### src/rtl/vga_arb_pkg.sv
// Shared constants and helpers for the VGA framebuffer write arbiter.
package vga_arb_pkg;

    localparam int unsigned MODE_SLICE = 0;
    localparam int unsigned MODE_RR    = 1;

    // Index width for n items, never narrower than one bit.
    function automatic int unsigned clog2_min1(input int unsigned n);
        return (n <= 32'd2) ? 32'd1 : 32'($clog2(n));
    endfunction

endpackage

### src/rtl/vga_write_arbiter_rr_pick.sv
// Round-robin picker: first asserted request at or after ptr, wrapping modulo N.
module rr_pick
    import vga_arb_pkg::*;
#(
    parameter  int unsigned N  = 4,
    localparam int unsigned IW = clog2_min1(N)
) (
    input  logic [N-1:0]  req,
    input  logic [IW-1:0] ptr,
    output logic          found,
    output logic [IW-1:0] idx
);

    int unsigned   pos;
    logic [IW-1:0] pos_idx;

    always_comb begin
        found   = 1'b0;
        idx     = '0;
        pos     = 0;
        pos_idx = '0;
        for (int unsigned k = 0; k < N; k++) begin
            pos = 32'(ptr) + k;
            if (pos >= N) begin
                pos = pos - N;
            end
            pos_idx = IW'(pos);
            if (!found && req[pos_idx]) begin
                found = 1'b1;
                idx   = pos_idx;
            end
        end
    end

endmodule

### src/rtl/vga_write_arbiter.sv
// Merges N framebuffer write masters onto one VGA RAM write port, either by
// time-sliced ownership or per-beat round-robin, with a single registered output beat.
module vga_write_arbiter
    import vga_arb_pkg::*;
#(
    parameter  int unsigned N_CH      = 4,
    parameter  int unsigned ADDR_W    = 19,
    parameter  int unsigned DATA_W    = 16,
    parameter  int unsigned SLICE_LEN = 1024,
    parameter  int unsigned MODE      = MODE_SLICE,
    localparam int unsigned GW        = clog2_min1(N_CH)
) (
    input  logic                     clk,
    input  logic                     rst,
    input  logic [N_CH-1:0]          req_valid,
    input  logic [N_CH*ADDR_W-1:0]   req_addr,
    input  logic [N_CH*DATA_W-1:0]   req_data,
    output logic [N_CH-1:0]          req_ready,
    input  logic                     mem_ready,
    output logic                     wr,
    output logic [ADDR_W-1:0]        addr,
    output logic [DATA_W-1:0]        dwrite,
    output logic [GW-1:0]            grant_id
);

    localparam int unsigned CW = clog2_min1(SLICE_LEN);

    logic [CW-1:0]     slice_cnt;
    logic [GW-1:0]     rr_ptr;
    logic              rr_found;
    logic [GW-1:0]     rr_idx;
    logic [GW-1:0]     sel;
    logic              sel_valid;
    logic              can_accept;
    logic              accept;
    logic [ADDR_W-1:0] ch_addr [N_CH];
    logic [DATA_W-1:0] ch_data [N_CH];

    // Unflatten the per-master buses.
    for (genvar g = 0; g < N_CH; g++) begin : g_unpack
        assign ch_addr[g] = req_addr[g*ADDR_W +: ADDR_W];
        assign ch_data[g] = req_data[g*DATA_W +: DATA_W];
    end

    rr_pick #(.N(N_CH)) u_rr_pick (
        .req   (req_valid),
        .ptr   (rr_ptr),
        .found (rr_found),
        .idx   (rr_idx)
    );

    function automatic logic [GW-1:0] next_ch(input logic [GW-1:0] g);
        return (g == GW'(N_CH - 1)) ? '0 : g + GW'(1);
    endfunction

    // Channel selection and handshake; nothing is accepted while in reset.
    always_comb begin
        can_accept = !wr || mem_ready;
        if (MODE == MODE_RR) begin
            sel       = rr_idx;
            sel_valid = rr_found;
        end else begin
            sel       = grant_id;
            sel_valid = req_valid[grant_id];
        end
        accept    = can_accept && sel_valid && !rst;
        req_ready = '0;
        if (accept) begin
            req_ready[sel] = 1'b1;
        end
    end

    always_ff @(posedge clk) begin
        if (rst) begin
            wr        <= 1'b0;
            addr      <= '0;
            dwrite    <= '0;
            grant_id  <= '0;
            slice_cnt <= '0;
            rr_ptr    <= '0;
        end else begin
            // Output beat holds while the RAM stalls; drains when accepted.
            if (accept) begin
                wr     <= 1'b1;
                addr   <= ch_addr[sel];
                dwrite <= ch_data[sel];
            end else if (mem_ready) begin
                wr     <= 1'b0;
            end

            if (MODE == MODE_RR) begin
                slice_cnt <= '0;
                if (accept) begin
                    grant_id <= sel;
                    rr_ptr   <= next_ch(sel);
                end
            end else begin
                // Slice counter free-runs regardless of stalls.
                rr_ptr <= '0;
                if (slice_cnt == CW'(SLICE_LEN - 1)) begin
                    slice_cnt <= '0;
                    grant_id  <= next_ch(grant_id);
                end else begin
                    slice_cnt <= slice_cnt + CW'(1);
                end
            end
        end
    end

endmodule

### config.mk
export PLATFORM = sky130hd
export DESIGN_NAME = vga_write_arbiter
export DESIGN_NICKNAME = d
export VERILOG_FILES = /design/src/rtl/vga_arb_pkg.sv /design/src/rtl/vga_write_arbiter_rr_pick.sv /design/src/rtl/vga_write_arbiter.sv
export SDC_FILE = /design/constraint.sdc
export NUM_CORES = 1
export LEC_CHECK = 0
export CORE_MARGIN = 3
export CORE_UTILIZATION = 42
export CTS_BUF_LIST = sky130_fd_sc_hd__clkbuf_8
export CTS_CLUSTER_DIAMETER = 30
export DETAILED_ROUTE_END_ITERATION = 10
export PLACE_DENSITY = 0.87
export SETUP_SLACK_MARGIN = 0.15
export SLEW_MARGIN = 30
export SYNTH_ARGS = -nofsm -noshare
export SYNTH_HDL_FRONTEND = slang
export SYNTH_SLANG_ARGS = --single-unit
export TNS_END_PERCENT = 10
### constraint.sdc
create_clock -name clk -period 4.5 [get_ports clk]
set_input_delay 1.35 -clock clk [delete_from_list [all_inputs] [get_ports clk]]
set_output_delay 1.35 -clock clk [all_outputs]
set_load 0.005 [all_outputs]
==> impl_metrics.ini, run 1 <==
[status]
status = completed

[routing]
ant_nets = 0
wl_um = 10300
drc_errors = 0
viasPerCell = 5.61
wire_per_inst_um = 17.5
dr.pass1.iters = 4
vias = 3298
initialDrtViolationCount = 142

[global_route]
grt_pass1_vias = 3186
grt_max_degree = 73
grt_overflow_total = 0
grt_usage = 0.227
antenna_found_initial = 0
grt_pass1_wl_um = 15900

[run]
drv_cap = 0

[cts]
ctsHoldBuffers = 0
cts_sinks = 48
clockBufferDepth = 2
insertion_delay_ps = 290
tritoncts = done
clk_pin_slew_ps = 90
cts_htree_levels = 2
numCtsBuffers = 5
root_buffer = clkbuf_8

[synth]
synth_seq_area_share = 0.301
synth_area_um2 = 3190
synth_warnings = 0
syn_nets = 476
avgSynthCellArea_um2 = 9.84
syn_inst = 324
ys_ff_latch = 48
synth.distinct_cells = 28

[placement]
place_congestion = 0.743
place_inst = 580
place_hpwl_um = 7610
place_area_um2 = 5040
io_buffers = 188

[cells_and_area]
utilization = 0.704
area_delta_synth_final_pct = 61.0
fin_nets = 641
final_cell_area_um2 = 5140
final_cells = 588
layout_commonest_cell = clkdlybuf4s50_1
layout-drive-gt1-share = 0.112
layout_common_cells = 185 x clkdlybuf4s50_1, 46 x dfxtp_1, 42 x inv_1, 42 x a21oi_1, 39 x nand4_1
antenna_cells = 0

[critical_path]
r2r_cells = 5
required_ps = 3150
endpoint_kind = output port
cp_max_fo = 4
start_kind = input port
r2r_end = dwrite[10]$_SDFFE_PP0P_
cp.arrival_ps = 3050
regToRegStartpoint = grant_id[1]$_SDFFE_PP0N_
reg2reg_slack_ps = 2370
worstSetupPathType = in -> out

[floorplanning]
initial_utilization = 0.437
die_h_um = 93.1
die_w_um = 93.1
die_area_um2 = 8680
rows = 31
design.core.area_um2 = 7290
boundaryPins = 189

[sta]
fin_crit_sh = 0.977
max_freq_mhz = 227
slew-limit-headroom = 0.511
whs_ps = 482
setup_viol = 0
fin_skew_ps = 8.44
rsz0062_at_grt = yes
min_period_ps = 4400
final-hold-violation-count = 0
tightest_slew_ps = 733
fin_tns_setup_ps = 0
slew_violations = 0

[min_path]
hold_depth = 1
hold_path_end = slice_cnt[0]$_SDFF_PP0_
hp-start = slice_cnt[0]$_SDFF_PP0_
min_path_type = reg -> reg

[power]
sequentialPowerShare = 0.474
vdd_drop_max_uv = 186
power.switching_mw = 0.232
switching_share = 0.242
p_leak_nw = 1.71
clock_power_share = 0.247
power_per_cell_area_nw_per_um2 = 187
combinationalPowerShare = 0.279
internal_power_mw = 0.729
## metrics by stage
stage	worst slack, ps	total power [mW]
2_1_floorplan	864	0.561
3_3_place_gp	106	0.725
3_5_place_dp	49.0	0.734
4_1_cts	88.6	0.969
5_1_grt	82.2	1.01
6_report	102	0.962
## layer usage
metal / vias to the layer above / global-route usage / wire, um
met5: - / 0 / 0
met4: 0 / 0.0415 / 85
met3: 8 / 0.0483 / 756
met2: 123 / 0.419 / 5540
met1: 1599 / 0.273 / 3920
li1: 1568 / - / -
## cells by family (layout without fill, tap and decap cells)
family	after synthesis	count (layout)	share of synthesized area
adder cells (fa/ha/maj)	5	5	0.0196
AND/OR/NAND/NOR	68	68	0.127
XOR/XNOR	3	3	0.00824
multiplexers	36	36	0.254
flip-flops	48	48	0.301
AO/OA/AOI/OAI	85	85	0.179
buffers and inverters	79	244	0.111
## power groups by stage
stage | clock network [mW] | registers [mW] | logic, mW
detailed placement | 0 | 0.466 | 0.268
CTS | 0.244 | 0.456 | 0.270
global placement | 0 | 0.465 | 0.260
finish | 0.237 | 0.456 | 0.269
floorplan | 0 | 0.466 | 0.0954
global route | 0.267 | 0.459 | 0.288
## worst max-delay path: stages
cell and delay, ps:
clkdlybuf4s50_1 410, mux4_2 490, and3_4 200, and2_1 150, clkdlybuf4s50_1 450
## cell usage after synthesis
library cell / count / area share
o31ai_1: 4 / 0.0094
or3_1: 3 / 0.0059
buf_6: 5 / 0.018
clkbuf_1: 23 / 0.027
and3_1: 1 / 0.0020
o21ai_0: 3 / 0.0047
and4_1: 2 / 0.0055
nand2_1: 2 / 0.0024
o311ai_0: 1 / 0.0027
buf_4: 5 / 0.012
a21oi_1: 42 / 0.066
inv_1: 41 / 0.048
xor2_1: 2 / 0.0055
mux4_2: 36 / 0.25
nand2b_1: 1 / 0.0020
nor2_1: 6 / 0.0071
or4_1: 1 / 0.0024
inv_2: 1 / 0.0012
buf_1: 4 / 0.0047
nand3_1: 6 / 0.0094
nand4_1: 39 / 0.076
ha_1: 5 / 0.020
a31o_1: 35 / 0.096
or4b_1: 1 / 0.0031
dfxtp_1: 48 / 0.30
xnor2_1: 1 / 0.0027
nor3_1: 2 / 0.0031
and2_1: 4 / 0.0078
## registers in the layout, summed over array words and instances (netlist names)
name,cells
slice_cnt,10
wr,1
dwrite,16
addr,19
grant_id,2
## area by class of cell
class	count	area [um2]
clock inverters	2	8.76
fillers	565	2160
inverters	42	158
clock buffers	5	68.8
multi-input cells	197	1880
repair buffers	195	1930
flip-flops and latches	48	963
well taps	99	124
## worst max path at each step
stage / slack (ps) / depth (start not counted) / endpoint / startpoint
2_1_floorplan: 860 / 4 / req_ready[0] / req_valid[3]
3_3_place_gp: 110 / 5 / req_ready[0] / req_valid[3]
3_5_place_dp: 50 / 5 / req_ready[0] / req_valid[3]
4_1_cts: 90 / 5 / req_ready[2] / req_valid[3]
5_1_grt: 80 / 5 / req_ready[2] / req_valid[3]
6_report: 100 / 5 / req_ready[2] / req_valid[3]
## repair_timing
action	CTS	global route
gates resized for setup	2	1
endpoints found under the hold margin	0	0
endpoints found under the setup margin	4	3
setup buffers	0	1
No activity file was read; power rests on OpenSTA's default activity.
==> inputs of run 2 (changes only) <==
--- a/config.mk
+++ b/config.mk
@@ -5,12 +5,13 @@
 export SDC_FILE = /design/constraint.sdc
 export NUM_CORES = 1
 export LEC_CHECK = 0
+export ABC_CLOCK_PERIOD_IN_PS = 4500
 export CORE_MARGIN = 3
-export CORE_UTILIZATION = 42
+export CORE_UTILIZATION = 40
 export CTS_BUF_LIST = sky130_fd_sc_hd__clkbuf_8
 export CTS_CLUSTER_DIAMETER = 30
 export DETAILED_ROUTE_END_ITERATION = 10
-export PLACE_DENSITY = 0.87
+export PLACE_DENSITY = 0.84
 export SETUP_SLACK_MARGIN = 0.15
 export SLEW_MARGIN = 30
 export SYNTH_ARGS = -nofsm -noshare
==> run 2 against run 1 <==
First-iteration DRC count up 30%. Setup slack better by 42 ps. Final area down 0.15%. Hold slack better by 30 ps. Via count down 0.49%. Wire length down 1.2%. Non-clock buffer count down 1. Power up 0.47%. Clock power up 3%. Largest cell class unchanged.
==> impl_metrics.ini, run 2 (synthesis results as in run 1) <==
[status]
status = completed

[cells_and_area]
final_cell_area_um2 = 5130
largest-register = addr
multiInputGateArea_um2 = 1880
layout_common_cells = 185 x clkdlybuf4s50_1, 46 x dfxtp_1, 42 x inv_1, 42 x a21oi_1, 39 x nand4_1
layout_commonest_cell = clkdlybuf4s50_1
area_delta_synth_final_pct = 60.8
largest_reg_flops = 19
utilization = 0.685
num-fill-cells = 574
ff_latch_area_um2 = 963
layout-drive-gt1-share = 0.111
top_regs = addr: 19 flops, dwrite: 16 flops, slice_cnt: 10 flops
antenna_cells = 0
fin_nets = 640

[critical_path]
cp_max_fo = 4
crit_path_start = req_valid[3]
worstSetupPathType = in -> out
required_ps = 3150
r2r_cells = 4
cp.arrival_ps = 3010
regToRegStartpoint = grant_id[1]$_SDFFE_PP0N_
reg2reg_slack_ps = 2450
endpoint_kind = output port
start_kind = input port

[cts]
clockBufferDepth = 2
numCtsBuffers = 5
root_buffer = clkbuf_8
tritoncts = done
cts_setup_buffers = 0
clk_pin_slew_ps = 80
insertion_delay_ps = 290
ctsHoldBuffers = 0
cts_htree_levels = 2
cts_sinks = 48

[global_route]
grt_usage = 0.217
grt_max_degree = 73
grt_pass1_wl_um = 15500
grt_overflow_total = 0
grt_pass1_vias = 3173
antenna_found_initial = 0

[sta]
min_period_ps = 4360
fin_skew_ps = 4.05
tightest_slew_ps = 736
final-hold-violation-count = 0
slew_violations = 0
fin_crit_sh = 0.968
setup_viol = 0
fin_ws_ps = 144
rsz0062_at_grt = yes
max_freq_mhz = 230
fin_tns_setup_ps = 0
slew-limit-headroom = 0.509

[power]
switching_share = 0.245
power.switching_mw = 0.237
power_per_cell_area_nw_per_um2 = 188
clock_power_share = 0.251
sequentialPowerShare = 0.472
internal_power_mw = 0.729
combinationalPowerShare = 0.277
vdd_drop_max_uv = 208
p_leak_nw = 1.70

[routing]
wire_per_inst_um = 17.3
ant_nets = 0
vias = 3282
dr.pass1.iters = 4
viasPerCell = 5.59
initialDrtViolationCount = 184
wl_um = 10200
drc_errors = 0

[floorplanning]
die_area_um2 = 9080
boundaryPins = 189
die_w_um = 95.3
rows = 31
initial_utilization = 0.426
die_h_um = 95.3
design.core.area_um2 = 7490

[placement]
place_ws_ps = 113
place_hpwl_um = 7550
io_buffers = 188
place_area_um2 = 5040
place_congestion = 0.743

[min_path]
min_path_type = reg -> reg
hp-start = slice_cnt[0]$_SDFF_PP0_
hold_depth = 1

[run]
drv_cap = 0
==> run 2: cell types whose count changed in the layout (fill, tap and decap cells not counted), sizes merged <==
cell,change
buf,-1
==> run 2: metrics by stage <==
| step | cells | total power, mW | hold WS (ps) |
|---|---|---|---|
| after CTS | 587 | 0.975 | 515 |
| after floorplan | 324 | 0.561 | 441 |
| after global routing | 587 | 1.01 | 536 |
| after global placement | 580 | 0.724 | 469 |
| after detailed placement | 580 | 0.734 | 498 |
| final | 587 | 0.966 | 512 |
==> run 2: final timing paths <==
check / endpoint
setup reg to reg: dwrite[15]$_SDFFE_PP0P_
setup / recovery: req_ready[2]
hold reg to reg: slice_cnt[0]$_SDFF_PP0_
hold / removal: slice_cnt[0]$_SDFF_PP0_
==> run 2: routing by layer <==
layer / global-route usage / share of wire / vias up
li1: - / - / 1559
met1: 0.246 / 0.38 / 1583
met2: 0.405 / 0.53 / 126
met3: 0.0442 / 0.075 / 14
met4: 0.0661 / 0.016 / 0
met5: 0 / 0 / -
==> run 2: worst max-delay path, stage by stage <==
cell and delay (ps):
clkdlybuf4s50_1 390, mux4_2 480, and3_4 190, and2_1 140, clkdlybuf4s50_1 440
==> run 2: repair_timing <==
action	CTS	global route
endpoints found under the hold margin	0	0
endpoints found under the setup margin	4	3
resized for setup	2	1
==> run 2: layout make-up <==
class | count | share of cell area
clock buffers | 5 | 0.0134
clock inverters | 2 | 0.00171
inverters | 42 | 0.0307
multi-input cells | 197 | 0.367
flip-flops and latches | 48 | 0.188
well taps | 99 | 0.0242
repair buffers | 194 | 0.375
==> run 2: power by group through the flow <==
| stage | registers, mW | logic [mW] | clock network [mW] |
|---|---|---|---|
| global placement | 0.465 | 0.259 | 0 |
| detailed placement | 0.466 | 0.268 | 0 |
| CTS | 0.456 | 0.269 | 0.250 |
| floorplan | 0.466 | 0.0954 | 0 |
| global route | 0.459 | 0.288 | 0.266 |
| finish | 0.456 | 0.268 | 0.243 |
==> inputs of run 3 (changes only) <==
--- a/config.mk
+++ b/config.mk
@@ -9,9 +9,9 @@
 export CORE_MARGIN = 3
 export CORE_UTILIZATION = 40
 export CTS_BUF_LIST = sky130_fd_sc_hd__clkbuf_8
-export CTS_CLUSTER_DIAMETER = 30
+export CTS_CLUSTER_DIAMETER = 120
 export DETAILED_ROUTE_END_ITERATION = 10
-export PLACE_DENSITY = 0.84
+export PLACE_DENSITY = 0.92
 export SETUP_SLACK_MARGIN = 0.15
 export SLEW_MARGIN = 30
 export SYNTH_ARGS = -nofsm -noshare
==> run 3 against run 2 <==
Sequential power about the same. Largest power group unchanged. Highest routed layer unchanged. Wire length is 0.80% lower. Via count up 0.18%. Largest cell class unchanged. Critical path type unchanged. Final area is 0.73% higher.
==> impl_metrics.ini, run 3 (synthesis results as in run 1) <==
[critical_path]
slowest_stage = mux4_2
cp_slowest_stage_delay_ps = 490
endpoint_kind = output port
crit_top_cell = clkdlybuf4s50_1
worstSetupPathType = in -> out
cp_max_fo = 4
crit_cells = 5
cp_cell_sequence = clkdlybuf4s50_1, mux4_2, and3_4, and2_1, clkdlybuf4s50_1
required_ps = 3150
start_kind = input port
path_delay_family = buffers and inverters
cp.arrival_ps = 3030
r2r_cells = 5
critPathBufInv = 2

[power]
power_per_cell_area_nw_per_um2 = 198
p_leak_nw = 1.72
clock_power_share = 0.292
internal_power_mw = 0.788
combinationalPowerShare = 0.262
vdd_drop_max_uv = 177
switching_share = 0.229
power.switching_mw = 0.234
sequentialPowerShare = 0.447

[floorplanning]
initial_utilization = 0.426
die_h_um = 95.3
boundaryPins = 189
design.core.area_um2 = 7490
die_area_um2 = 9080
rows = 31
die_w_um = 95.3

[routing]
wire_per_inst_um = 17.1
viasPerCell = 5.58
drc_errors = 0
ant_nets = 0
initialDrtViolationCount = 109
dr.pass1.iters = 4
wl_um = 10100
vias = 3288

[cts]
cts_sinks = 48
clockBufferDepth = 2
root_buffer = clkbuf_8
tritoncts = done
insertion_delay_ps = 290
numCtsBuffers = 5
clk_pin_slew_ps = 90
cts_htree_levels = 2

[placement]
io_buffers = 188
place_congestion = 0.782
place_hpwl_um = 7560

[sta]
setup_viol = 0
rsz0062_at_grt = yes
final-hold-violation-count = 0
fin_tns_setup_ps = 0
slew_violations = 0
fin_crit_sh = 0.973
slew-limit-headroom = 0.511
min_period_ps = 4380
max_freq_mhz = 228
tightest_slew_ps = 734
fin_skew_ps = 7.88

[run]
drv_cap = 0

[cells_and_area]
layout_common_cells = 185 x clkdlybuf4s50_1, 46 x dfxtp_1, 42 x inv_1, 42 x a21oi_1, 39 x nand4_1
layout_commonest_cell = clkdlybuf4s50_1
layout-drive-gt1-share = 0.114
largest-register = addr
largest_reg_flops = 19
area_delta_synth_final_pct = 62.0
fin_nets = 641
num-fill-cells = 562
antenna_cells = 0
top_regs = addr: 19 flops, dwrite: 16 flops, slice_cnt: 10 flops
utilization = 0.690

[global_route]
grt_pass1_wl_um = 16000
grt_usage = 0.222
grt_pass1_vias = 3345
grt_max_degree = 73
antenna_found_initial = 0
grt_overflow_total = 0

[min_path]
min_path_type = reg -> reg
hold_depth = 1

[status]
status = completed
-- run 3: area by class of cell --
cell class	instances	area [um2]	area share
Multi-Input combinational cell	197	1880	0.364
Inverter	42	158	0.0305
Tap cell	99	124	0.0240
Clock inverter	3	38.8	0.00751
Clock buffer	5	68.8	0.0133
Sequential cell	48	963	0.186
Timing Repair Buffer	195	1930	0.374
-- run 3: path summary, 6_finish.rpt --
path                             from                      end  slack, ps
max                      req_valid[3]             req_ready[1]        120
max reg2reg  grant_id[1]$_SDFFE_PP0N_     addr[8]$_SDFFE_PP0P_       2390
min           slice_cnt[0]$_SDFF_PP0_  slice_cnt[0]$_SDFF_PP0_        500
min reg2reg   slice_cnt[0]$_SDFF_PP0_  slice_cnt[0]$_SDFF_PP0_        500
-- run 3: timing repair --
item / CTS / global route
hold buffers: 0 / 0
hold endpoints to repair: 0 / 0
resized for setup: 2 / 1
buffers inserted: 0 / 1
endpoints found under the setup margin: 4 / 3
pin swaps: 0 / 0
-- run 3: metal layers --
metal / vias up / part of all wire / track usage
met5: - / 0 / 0
met4: 0 / 0.020 / 0.0613
met3: 16 / 0.085 / 0.0584
met2: 136 / 0.55 / 0.414
met1: 1573 / 0.35 / 0.246
li1: 1563 / - / -
-- run 3: power by group through the flow --
stage               combinational (mW)  clock [mW]  sequential [mW]
finish                           0.267       0.298            0.457
global route                     0.289       0.326            0.459
CTS                              0.268       0.311            0.457
detailed placement               0.267           0            0.466
global placement                 0.259           0            0.465
floorplan                       0.0954           0            0.466
-- run 3: per-stage QoR --
step | power (mW) | cells | setup slack [ps] | hold WS [ps] | area, um2
2_1_floorplan | 0.561 | 324 | 864 | 441 | 3190
3_3_place_gp | 0.724 | 580 | 109 | 460 | 5040
3_5_place_dp | 0.734 | 580 | 78.3 | 484 | 5040
4_1_cts | 1.04 | 588 | 109 | 505 | 5160
5_1_grt | 1.07 | 589 | 85.6 | 527 | 5170
6_report | 1.02 | 589 | 123 | 504 | 5170
